<file path="config.mk">
export PLATFORM = sky130hd
export DESIGN_NAME = led_driver
export DESIGN_NICKNAME = d
export VERILOG_FILES = /design/src/rtl/led_pkg.sv /design/src/rtl/led_channel.sv /design/src/rtl/led_driver.sv
export SDC_FILE = /design/constraint.sdc
export NUM_CORES = 1
export LEC_CHECK = 0
export BUFFER_PORTS_ARGS = -buffer_cell sky130_fd_sc_hd__buf_2
export CORE_MARGIN = 2
export CORE_UTILIZATION = 30
export DETAILED_ROUTE_END_ITERATION = 7
export PLACE_DENSITY = 0.49
export REMOVE_ABC_BUFFERS = 1
export SLEW_MARGIN = 25
export SYNTH_ARGS = -nofsm -noshare
export SYNTH_HDL_FRONTEND = slang
export SYNTH_SLANG_ARGS = --single-unit
</file>
<file path="constraint.sdc">
create_clock -name CLK -period 2.6 [get_ports CLK]
set_input_delay 0.52 -clock CLK [delete_from_list [all_inputs] [get_ports CLK]]
set_output_delay 0.52 -clock CLK [all_outputs]
set_load 0.03 [all_outputs]
</file>
<file path="src/rtl/led_pkg.sv">
// Shared MODE encodings, brightness constant and PWM compare helper for the
// LED output path.
package led_pkg;

  typedef enum logic [1:0] {
    MODE_STATIC  = 2'b00,
    MODE_STRETCH = 2'b01,
    MODE_BLINK   = 2'b10,
    MODE_OFF     = 2'b11
  } mode_e;

  localparam logic [3:0] BRIGHT_FULL = 4'd15;

  // BRIGHT=15 must be solidly on; a plain compare would leave one dark slot.
  function automatic logic pwm_on_f(input logic [3:0] cnt, input logic [3:0] bright);
    return (bright == BRIGHT_FULL) || (cnt < bright);
  endfunction

endpackage

</file>
<file path="src/rtl/led_channel.sv">
// One LED channel: event hold counter, blink phase and the registered,
// polarity-corrected LED output.
module led_channel
  import led_pkg::*;
#(
  parameter int HOLD_TICKS = 8,
  parameter bit ACTIVE_LOW = 1'b1
) (
  input  logic       CLK,
  input  logic       RST_N,
  input  logic       TICK,
  input  logic       EVT,
  input  logic       VAL,
  input  logic [1:0] MODE,
  input  logic       pwm_on,
  output logic       LED
);

  localparam int HW = $clog2(HOLD_TICKS + 1);
  localparam logic [HW-1:0] HOLD_LOAD = HW'(HOLD_TICKS);

  logic [HW-1:0] hold_q, hold_d;
  logic          phase_q, phase_d;
  logic          led_q, led_d;
  logic          level;

  always_comb begin
    // NOTE: every always_comb output gets a default first, so no path can infer a latch.
    hold_d  = hold_q;
    phase_d = 1'b0;
    level   = 1'b0;
    led_d   = ACTIVE_LOW;

    if (EVT) begin
      hold_d = HOLD_LOAD;
    end else if (TICK && (hold_q != '0)) begin
      hold_d = hold_q - 1'b1;
    end

    // A dropped VAL parks the phase at 0 so the next blink starts dark.
    phase_d = VAL ? (phase_q ^ TICK) : 1'b0;

    unique case (mode_e'(MODE))
      MODE_STATIC:  level = VAL;
      MODE_STRETCH: level = (hold_q != '0);
      MODE_BLINK:   level = VAL & phase_q;
      MODE_OFF:     level = 1'b0;
    endcase

    led_d = (level & pwm_on) ^ ACTIVE_LOW;
  end

  always_ff @(posedge CLK or negedge RST_N) begin
    if (!RST_N) begin
      hold_q  <= '0;
      phase_q <= 1'b0;
      led_q   <= ACTIVE_LOW;
    end else begin
      // NOTE: state registers use non-blocking assignments so all flops update together.
      hold_q  <= hold_d;
      phase_q <= phase_d;
      led_q   <= led_d;
    end
  end

  assign LED = led_q;

endmodule

</file>
<file path="src/rtl/led_driver.sv">
// LED output path: shared tick prescaler and PWM counter feeding N
// hold/blink channels with registered, polarity-selectable drive.
module led_driver
  import led_pkg::*;
#(
  parameter int N          = 8,
  parameter int PRESCALE   = 1000000,
  parameter int HOLD_TICKS = 8,
  parameter bit ACTIVE_LOW = 1'b1
) (
  input  logic         CLK,
  input  logic         RST_N,
  input  logic [N-1:0] VAL,
  input  logic [N-1:0] EVT,
  input  logic [1:0]   MODE,
  input  logic [3:0]   BRIGHT,
  output logic [N-1:0] LEDS,
  output logic         TICK
);

  localparam int PW = $clog2(PRESCALE);
  localparam logic [PW-1:0] PS_LAST = PW'(PRESCALE - 1);

  logic [PW-1:0] presc_q, presc_d;
  logic          tick_q, tick_d;
  logic [3:0]    pwm_q, pwm_d;
  logic          pwm_on;

  always_comb begin
    presc_d = (presc_q == PS_LAST) ? '0 : presc_q + 1'b1;
    tick_d  = (presc_q == PS_LAST);
    pwm_d   = pwm_q + 1'b1;
  end

  always_ff @(posedge CLK or negedge RST_N) begin
    if (!RST_N) begin
      presc_q <= '0;
      tick_q  <= 1'b0;
      pwm_q   <= '0;
    end else begin
      presc_q <= presc_d;
      tick_q  <= tick_d;
      pwm_q   <= pwm_d;
    end
  end

  assign pwm_on = pwm_on_f(pwm_q, BRIGHT);
  assign TICK   = tick_q;

  for (genvar i = 0; i < N; i++) begin : g_ch
    led_channel #(
      .HOLD_TICKS (HOLD_TICKS),
      .ACTIVE_LOW (ACTIVE_LOW)
    ) u_ch (
      .CLK    (CLK),
      .RST_N  (RST_N),
      .TICK   (tick_q),
      .EVT    (EVT[i]),
      .VAL    (VAL[i]),
      .MODE   (MODE),
      .pwm_on (pwm_on),
      .LED    (LEDS[i])
    );
  end

endmodule

</file>
* Word level (Yosys, flattened, before mapping) *
Index checks and enable logic that the tools add are counted.

storage, ports and cells
  register bits after elaboration = 73
  input port bits = 24
  word-level logic and storage cells = 134

cells by class
  add/subtract/negate cells = 10
  magnitude comparators = 1
  eq/ne operators = 5
  muxes and demuxes = 33
  bitwise operators = 32
  reduce and logical (&&, ||, !) cells = 26

operators with widths
  operator                 count
  $mux W4                  16
  $pmux W1 S4              8
  $reduce_bool A4 Y1       8
  $sub A4 B1 Y4 const B    8
  $add A20 B1 Y20 const B  1
  $eq A20 B20 Y1 const B   1
  $mux W20                 1
  $and A1 B1 Y1            16
  $reduce_bool A2 Y1       8
  $logic_and A1 B1 Y1      8
  $mux W1                  8
  $not A1 Y1               8
  $xor A1 B1 Y1            8
  $add A4 B1 Y4 const B    1
  $eq A2 B2 Y1 const B     2
  $eq A4 B4 Y1 const B     1
  $lt A4 B4 Y1             1
  $eq A2 B1 Y1 const B     1
  $logic_not A2 Y1         1
  $logic_or A1 B1 Y1       1

* Longest topological paths before layout *
  depth after elaboration = 4
  depth in mapped cells = 7
  depth with buffers taken out = 6

* By module *
A second synthesis with hierarchy kept.

unflattened totals
  cells, all modules = 370
  area, all modules = 3838.7 um2

by module, submodules not included
  module       times used  cells an instance  area an instance (um2)  seq. area each (um2)
  led_channel  8           32                 325.3                   151.4
  led_driver   1           114                1236.2                  625.6

* Worst setup path before layout *
Ideal clock, no wire load.

  path type = register to register
  start point = register g_ch[3].u_ch.hold_q[0]
  end point = register g_ch[3].u_ch.hold_q[3]
  setup time = 0.121 ns
  arrival time = 1.453 ns
  required time = 2.479 ns
  slack = 1.026 ns
  stages on the path, launching flop included = 8
  path buffers = 1
  period minus slack after synthesis = 1.574 ns
  cell sequence = dfrtp_1 inv_1 ha_1 or3b_2 clkbuf_1 nand3_1 xor2_1 nand2b_1

on the way
  longest elaborated chain between the ends = 3
  elaborated cells on any way between the ends = 6

ends and longest elaborated chain
  what                                                 RTL line                              RTL
  from (decl)                                          led_channel.sv:22                     logic [HW-1:0] hold_q, hold_d;
  from (signal assigned)                               led_channel.sv:60                     hold_q <= hold_d;
  $sub A4 B1 Y4 or $reduce_bool A4 Y1 (tied branches)  led_channel.sv:37, led_channel.sv:36
  $mux W4 or $logic_and A1 B1 Y1 (tied branches)       led_channel.sv:36                     end else if (TICK && (hold_q != '0)) begin
  $mux W4 or $reduce_bool A2 Y1 (tied branches)        --

Parallel ways exist; a longest one is shown, timed or not. The select of a mux whose other input is x is not followed.
A chain may end at the register's enable or synchronous reset.

* Worst setup path in the final report *
  start point = register tick_q, in the netlist TICK
  end point = output TICK

RTL lines
  what                    RTL line          RTL
  from (decl)             led_driver.sv:25  logic tick_q, tick_d;
  from (signal assigned)  led_driver.sv:42  tick_q <= tick_d;
  to (decl)               led_driver.sv:18  output logic TICK

No word-level cell between the ends.

==> results.sh <==
export IMPL_outcome="finished, final reports clean"
export IMPL_avgSynthCellArea_um2=10.47
export IMPL_layout_setup_ws_ns=0.7502
export IMPL_finalClockSkew_ns=0.006743
export IMPL_slew_viol_final=0
export IMPL_holdBufCountCts=0
export IMPL_path_delay_family="flip-flops"
export IMPL_cp_arrival_ns=1.33
export IMPL_cts_buffers=9
export IMPL_synth_edf_count=0
export IMPL_io_pins=33
export IMPL_period_share_pct=71.14
export IMPL_grt_pass1_wl_um=12280
export IMPL_grt_max_degree=61
export IMPL_leakagePower_nw=1.978
export IMPL_grt_overflow=0
export IMPL_min_path_type="primary input to asynchronous set/reset pin"
export IMPL_syn_area_um2=3832
export IMPL_r2r_cells=6
export IMPL_rr_startpoint="g_ch[7].u_ch.hold_q[0]"
export IMPL_yosysSeqAreaShare_pct=47.93
export IMPL_initial_core_util_pct=30.49
export IMPL_grt_pass1_vias=2617
export IMPL_peakVddDrop_uv=258.8
export IMPL_die_x_um=117.0
export IMPL_routed_via_count=2546
export IMPL_min_period_ns=1.850
export IMPL_rsz0062_at_grt="no"
export IMPL_crit_path_max_incr_delay_ns=0.70
export IMPL_relSlewSlack_pct=55.79
export IMPL_p_seq_share_pct=46.3
export IMPL_syn2layout_area_growth_pct=15.28
export IMPL_portBuffers=32
export IMPL_clock_sinks=73
export IMPL_worst_pin_slew_ns=0.6562
export IMPL_layout_common_cells="dfrtp_1, xor2_1, buf_2"
export IMPL_cp_end_kind="output pin"
export IMPL_maxCapViolCount=0
export IMPL_routed_wl_um=7105
export IMPL_hold_violations=0
export IMPL_antenna_left=0
export IMPL_crit_type="flip-flop to output pin"
export IMPL_die_h_um=117.0
export IMPL_drtIter0Drc=122
export IMPL_yosysWarnings=0
export IMPL_p_sw_w=0.0005380
export IMPL_cp_required_ns=2.08
export IMPL_r2r_slack_ns=0.95
export IMPL_gp_congestion=0.7635
export IMPL_remaining_drc_errors=0
export IMPL_first_pass_iters=4
export IMPL_fin_tns_setup_ns=0
export IMPL_synthArstFlopShare_pct=100.0
export IMPL_cts_tree="done"
export IMPL_synth_cell_type_count=40
export IMPL_path_cells="buf_2"
export IMPL_grt_usage_pct=11.53
export IMPL_setup_violations=0
export IMPL_cts_max_path_buffers=2
export IMPL_slowest_stage="dfrtp_1"
export IMPL_vias_per_cell=4.482
export IMPL_worst_setup_path_start_kind="flip-flop"
export IMPL_place_ws_ns=0.7957
export IMPL_yosys_register_bits=73
export IMPL_dieArea_um2=13690
export IMPL_clkPwrFrac_pct=49.1
export IMPL_row_count=41
export IMPL_crit_fanout=15
export IMPL_cellInternalPower_w=0.001955
export IMPL_combPwrFrac_pct=4.6
export IMPL_ys_flop_type="dfrtp_1"
export IMPL_r2r_end="g_ch[7].u_ch.LED"
export IMPL_post_cts_buffers=0
export IMPL_cts_root_buf="clkbuf_16"
export IMPL_coreArea_um2=12570
export IMPL_crit_path_start="TICK"
export IMPL_final_common_cell="dfrtp_1"
export IMPL_antenna_cells=0
export IMPL_htree_levels=3
export IMPL_cellPowerDensity_nw_per_um2=564.3
export IMPL_cts_clk_slew_worst_paths_ns=0.06
export IMPL_worst_path_buf_inv=1
export IMPL_post_dp_hpwl_um=5021
export IMPL_cts_repair_resized=0
export IMPL_routedWlPerCell_um=12.51
export IMPL_switching_share_pct=21.58
export IMPL_syn_instance_count=366
export IMPL_clk_latency_ns=0.33
export IMPL_nets=436
export IMPL_fmax_mhz=540.6
export IMPL_drive_above_1_share_pct=20.45
export IMPL_antenna_found_initial=0
-- synth_stat cells (2+ instances only) --
library cell / number / area [um^2]
a21oi_1: 9 / 45.04
a311oi_1: 5 / 43.79
and2_1: 9 / 56.30
and3_1: 5 / 31.28
and3_2: 2 / 15.01
buf_2: 5 / 25.02
buf_4: 9 / 67.56
clkbuf_1: 8 / 30.03
dfrtp_1: 65 / 1627
dfstp_2: 8 / 210.2
ha_1: 21 / 262.8
inv_1: 21 / 78.83
mux2i_1: 7 / 70.07
nand2_1: 21 / 78.83
nand2b_1: 9 / 56.30
nand3_1: 24 / 120.1
nand4_1: 3 / 18.77
nand4_4: 2 / 42.54
nor2_1: 30 / 112.6
nor3_1: 9 / 45.04
nor4_2: 3 / 37.54
o21ai_0: 12 / 60.06
o22ai_1: 7 / 43.79
or2_2: 3 / 18.77
or3b_2: 8 / 70.07
xnor2_1: 14 / 122.6
xor2_1: 34 / 297.8
-- logic make-up (layout without fill, tap and decap cells) --
kind of cell	after synthesis	count (layout)	share of synthesized area [%]
AND/OR/NAND/NOR	138	138	21.42
flip-flops	73	73	47.93
XOR/XNOR	48	48	10.97
buffers and inverters	43	73	5.256
adder cells (fa/ha/maj)	21	21	6.856
multiplexers	7	7	1.828
AO/OA/AOI/OAI	36	36	5.746
-- how the worst max path moves through the flow --
stage                     slack (ns)                      to  cells past startpoint
after floorplan                 0.69  g_ch[0].u_ch.hold_q[1]                      3
after global routing            0.66                    TICK                      1
after CTS                       0.71                    TICK                      1
final                           0.75                    TICK                      1
after global placement          0.80        g_ch[2].u_ch.LED                      6
after detailed placement        0.80        g_ch[7].u_ch.LED                      6
-- final cells by class --
type / count / area, um^2
Inverter: 21 / 78.83
Multi-Input combinational cell: 250 / 1794
Sequential cell: 73 / 1837
Timing Repair Buffer: 36 / 202.7
Clock inverter: 3 / 40.04
Fill cell: 1251 / 8150
Clock buffer: 13 / 250.2
Tap cell: 172 / 215.2
-- per-layer routing --
layer,track usage (%),routed length (um)
met1,14.57,3419
met2,18.88,3274
met3,3.090,286
met4,4.471,125
met5,0,0
-- power by group through the flow --
stage	sequential, W	combinational [W]	clock (W)
after floorplan	0.00119	0.0000227	0
after global placement	0.00118	0.000116	0
after detailed placement	0.00117	0.000117	0
final	0.00115	0.000114	0.00122
after global routing	0.00115	0.000128	0.00133
after CTS	0.00115	0.000117	0.00126
-- through the flow --
| step | util (%) | instance area (um^2) | total power (W) | std cells | hold slack [ns] |
|---|---|---|---|---|---|
| 5_1_grt | 35.15 | 4418 | 0.002607 | 568 | 0.1081 |
| 3_3_place_gp | 32.84 | 4128 | 0.001291 | 552 | 0.4604 |
| 2_1_floorplan | - | 3710 | 0.001217 | 344 | 0.2244 |
| 4_1_cts | 35.15 | 4418 | 0.002536 | 568 | 0.1052 |
| 3_5_place_dp | 32.84 | 4128 | 0.001292 | 552 | 0.4640 |
| 6_report | 35.15 | 4418 | 0.002493 | 568 | 0.09831 |
-- state kept, by name, summed over array words and instances, names as in the netlist --
signal             count
presc_q               20
pwm_q                  4
g_ch.u_ch.phase_q      8
g_ch.u_ch.hold_q      32
g_ch.u_ch.LED          8
TICK                   1
Power figures use the tool's default switching activity.
